$ cat config.mk
export PLATFORM = sky130hd
export DESIGN_NAME = rotator_arbiter
export DESIGN_NICKNAME = d
export VERILOG_FILES = /design/src/rtl/rotator_arbiter.sv
export SDC_FILE = /design/constraint.sdc
export NUM_CORES = 1
export LEC_CHECK = 0
export CAP_MARGIN = 30
export CORE_MARGIN = 1
export CORE_UTILIZATION = 30
export CTS_CLUSTER_DIAMETER = 30
export DETAILED_ROUTE_END_ITERATION = 8
export GPL_TIMING_DRIVEN = 0
export PLACE_DENSITY = 0.68
export SLEW_MARGIN = 20
export SYNTH_ARGS = -nofsm -noshare
export SYNTH_HDL_FRONTEND = slang
export SYNTH_SLANG_ARGS = --single-unit
$ cat constraint.sdc
create_clock -name clk -period 1.9 [get_ports clk]
set_clock_uncertainty 0.1 [all_clocks]
set_input_delay 0.38 -clock clk [delete_from_list [all_inputs] [get_ports clk]]
set_output_delay 0.38 -clock clk [all_outputs]
set_load 0.02 [all_outputs]
$ cat src/rtl/rotator_arbiter.sv
// Two-port round-robin front end for a shared WIDTH-bit rotate unit.
// The accepted request is rotated and returned, registered, with its source tag.
module rotator_arbiter #(
  parameter int WIDTH = 4,
  parameter int SHW   = 2
) (
  input  logic             clk,
  input  logic             rst_n,
  input  logic             req0_valid,
  input  logic [WIDTH-1:0] req0_data,
  input  logic [SHW-1:0]   req0_amt,
  input  logic             req0_dir,
  output logic             req0_ready,
  input  logic             req1_valid,
  input  logic [WIDTH-1:0] req1_data,
  input  logic [SHW-1:0]   req1_amt,
  input  logic             req1_dir,
  output logic             req1_ready,
  output logic             out_valid,
  output logic [WIDTH-1:0] out_data,
  output logic             out_src,
  input  logic             out_ready,
  output logic             busy
);

  typedef enum logic {IDLE, HOLD} state_t;

  state_t           state, state_nx;
  logic             last_grant;
  logic             grant;
  logic             can_accept;
  logic             take;
  logic [WIDTH-1:0] sel_data;
  logic [SHW-1:0]   sel_amt;
  logic             sel_dir;
  logic [SHW-1:0]   k;
  logic [WIDTH-1:0] rotated;

  // A tie goes to the port that did not win the last transfer.
  // NOTE: every always_comb output gets a default first so no latch is inferred.
  always_comb begin
    grant = 1'b0;
    if (req0_valid && req1_valid) grant = ~last_grant;
    else if (req1_valid)          grant = 1'b1;
  end

  // Holding rst_n in the term keeps both readies low during reset.
  assign can_accept = rst_n && ((state == IDLE) || out_ready);
  assign req0_ready = can_accept && req0_valid && !grant;
  assign req1_ready = can_accept && req1_valid &&  grant;
  assign take       = req0_ready || req1_ready;

  assign sel_data = grant ? req1_data : req0_data;
  assign sel_amt  = grant ? req1_amt  : req0_amt;
  assign sel_dir  = grant ? req1_dir  : req0_dir;

  // Left by amt equals right by (WIDTH-amt) mod WIDTH; SHW-bit negation wraps.
  assign k = sel_dir ? -sel_amt : sel_amt;

  always_comb begin
    rotated = '0;
    for (int i = 0; i < WIDTH; i++) begin
      rotated[i] = sel_data[SHW'(i) + k];
    end
  end

  always_comb begin
    state_nx = state;
    if (take)                            state_nx = HOLD;
    else if (state == HOLD && out_ready) state_nx = IDLE;
  end

  // NOTE: sequential state uses non-blocking assignments so all registers update together.
  always_ff @(posedge clk or negedge rst_n) begin
    if (!rst_n) begin
      state      <= IDLE;
      last_grant <= 1'b1;
      out_data   <= '0;
      out_src    <= 1'b0;
    end else begin
      state <= state_nx;
      if (take) begin
        out_data   <= rotated;
        out_src    <= grant;
        last_grant <= grant;
      end
    end
  end

  // Derived straight from the state register, so reset clears it without a clock edge.
  assign out_valid = (state == HOLD);
  assign busy      = (state == HOLD);

endmodule

==> impl_metrics.py <==
metrics = {
    "sta": {
        "setup_violations": 0,
        "slew_violations": 0,
        "hold_violations": 0,
        "setup-tns-final_ns": 0,
        "timing.fmax_mhz": 551.7,
        "rsz0062_at_grt": "false",
        "max_slew_margin_pct": 54.24,
        "period_minus_slack_ns": 1.813,
        "period_share_pct": 95.40,
        "worstMarginPinSlew_ns": 0.6834,
    },
    "critical_path": {
        "cpMaxStageDelayCell": "dlygate4sd2_1",
        "cp-end-kind": "primary output",
        "path_class": "in -> out",
        "start_kind": "input pin",
        "crit_buf_inv": 2,
        "crit_required_ns": 1.42,
        "cp_top_family": "buffers and inverters",
        "path_cells": "dlygate4sd2_1 -> and2_4 -> nand2_4 -> nor2_4 -> buf_6",
        "crit_path_max_incr_delay_ns": 0.43,
        "cp.arrival_ns": 1.33,
        "cp_max_fo": 10,
    },
    "layout": {
        "insertedDiodeCount": 0,
        "drive_gt1_share_pct": 22.47,
        "final_cell_area_um2": 928.4,
        "synthToLayoutAreaGrowth_pct": 67.87,
        "finalNonFillerCells": 114,
        "nets": 109,
    },
    "clock_network": {
        "cts_tree": "yes",
        "cts_buffer_depth": 2,
        "clock_latency_ns": 0.24,
        "cts-htree-levels": 1,
        "cts.clk_slew.worst_paths_ns": 0.05,
        "clock-sinks": 7,
        "cts_buffers": 3,
        "cts-root-buf": "clkbuf_4",
    },
    "placement": {
        "hpwlAfterDp_um": 980.8,
        "port_buffers": 25,
        "place_area_um2": 834.6,
        "gp_congestion": 0.7961,
        "dp_cells": 107,
    },
    "power": {
        "ir_drop_uv": 408.1,
        "p_per_area_nw_per_um2": 705.4,
        "p_leak_nw": 0.4483,
    },
    "routing": {
        "vias": 532,
        "totalWireLength_mm": 1.274,
        "firstDrtPassIters": 2,
        "drc": 0,
        "post_drt_via_cell_ratio": 4.667,
        "ant_nets": 0,
        "wire_per_inst_um": 11.18,
        "drt_iter0_drc": 11,
    },
    "synthesis": {
        "synth.distinct_cells": 21,
        "ys.warnings.count": 0,
        "synth.avg_cell_area_um2": 9.702,
        "syn-num-nets": 76,
        "synth_top_cell_area_share_pct": 27.15,
        "ys_seq_area_share_pct": 31.90,
        "synth_edf_count": 0,
        "synth_commonest_cells": "mux2i_1 (9), dfrtp_1 (6), nand2_1 (6)",
        "syn_inst": 57,
        "syn_area_um2": 553.0,
        "synth-async-reset-ratio_pct": 100.0,
        "yosys.area.top_type": "dfrtp_1",
        "synth_flop_cell": "dfrtp_1",
        "synthTopCellsByArea": "dfrtp_1 (27%), mux2i_1 (16%), a21o_1 (6.8%)",
        "ys_ff_latch": 7,
        "synth.most_common_cell": "mux2i_1",
    },
    "grt": {
        "grt_max_degree": 11,
        "grt_pass1_wl_mm": 2.056,
        "grt_pass1_vias": 525,
        "grtUsageTotal_pct": 13.76,
        "antenna_found_initial": 0,
        "overflow": 0,
    },
    "die": {
        "row_count": 15,
        "dieWidth_um": 44.94,
        "die_h_um": 44.94,
        "start_util_pct": 32.03,
        "ios": 28,
        "fp.coreArea_um2": 1727,
        "dieArea_um2": 2019,
    },
    "run_status": {
        "outcome": "complete, no violations",
    },
    "job": {
        "cap_violations": 0,
    },
    "hold_path": {
        "hp-class": "in -> async",
    },
}
## worst register-to-register path, cell delays in order, from the launching register on
cell and delay [ns]:
dfstp_2 0.56, a21boi_4 0.06, buf_6 0.13, buf_4 0.16
a211oi_1 0.25, a211o_1 0.17, mux2i_1 0.08, a21o_1 0.16
## through the flow
stage	power, mW	util [%]	hold slack [ns]	setup slack (ns)
2_1_floorplan	0.3722	-	-0.01559	0.3293
3_3_place_gp	0.5037	48.33	0.3655	-0.6760
3_5_place_dp	0.5060	48.33	0.3703	-0.6820
4_1_cts	0.6584	52.10	0.05478	0.005855
5_1_grt	0.7033	53.77	0.05974	0.007937
6_report	0.6549	53.77	0.05503	0.08736
## report_power, final
| group | internal [mW] | total, mW | switching [mW] |
|---|---|---|---|
| sequential | 0.191 | 0.217 | 0.0258 |
| combinational | 0.173 | 0.312 | 0.139 |
| clock | 0.0796 | 0.126 | 0.0466 |
| total | 0.443 | 0.655 | 0.212 |
## state kept, by name, summed over array words and instances, names as in the netlist
signal      flops
busy            1
out_src         1
last_grant      1
out_data        4
## layout make-up
type	count	area [um^2]
Fill cell	171	798.3
Clock buffer	4	26.28
Sequential cell	7	176.4
Buffer	4	31.28
Multi-Input combinational cell	46	386.6
Timing Repair Buffer	28	276.5
Tap cell	25	31.28
## cell usage in the layout, fill, tap and decap left out, types with 3 or more instances in the layout
cell type,synthesis,routed
a21o_1,5,5
buf_4,3,5
nand2_1,6,5
dfrtp_1,6,6
buf_6,0,3
dlygate4sd2_1,0,3
a211o_1,4,4
mux2i_1,9,9
nor2b_1,5,5
a211oi_1,4,4
clkdlybuf4s50_1,0,18
clkbuf_4,0,3
## repair_timing
action / in CTS / in global routing
hold buffers: 0 / 0
setup buffers: 2 / 1
pin swaps: 0 / 1
endpoints found under the setup margin: 6 / 2
hold endpoints to repair: 0 / 0
gates resized for setup: 20 / 6
## kinds of logic (layout without fill, tap and decap cells)
family | after synthesis | after routing | share of synthesized area [%]
xor gates and xnor gates | 4 | 4 | 6.336
and+or+nand+nor | 16 | 16 | 15.16
muxes | 10 | 10 | 18.78
DFF | 7 | 7 | 31.90
buffers and inverters | 4 | 36 | 4.976
AOI/OAI and AO/OA | 16 | 16 | 22.85
## final timing paths
check	start	end	slack, ns	cells past startpoint
setup / recovery	rst_n	req0_ready	0.09	5
hold / removal	rst_n	out_data[2]	0.06	1
setup reg to reg	last_grant	out_data[3]	0.12	7
hold reg to reg	out_src	out_src	0.37	1
max in group asynchronous	rst_n	last_grant	1.34	1
min in group clk	out_src	out_src	0.37	1
## layer usage
layer	up-vias	part of all wire, %	GRT usage, %
met1	244	47	16.37
met2	15	48	24.06
met5	-	0	0
met4	0	0	7.273
li1	273	-	-
met3	0	4.9	1.600
No activity file was read; power rests on OpenSTA's default activity.
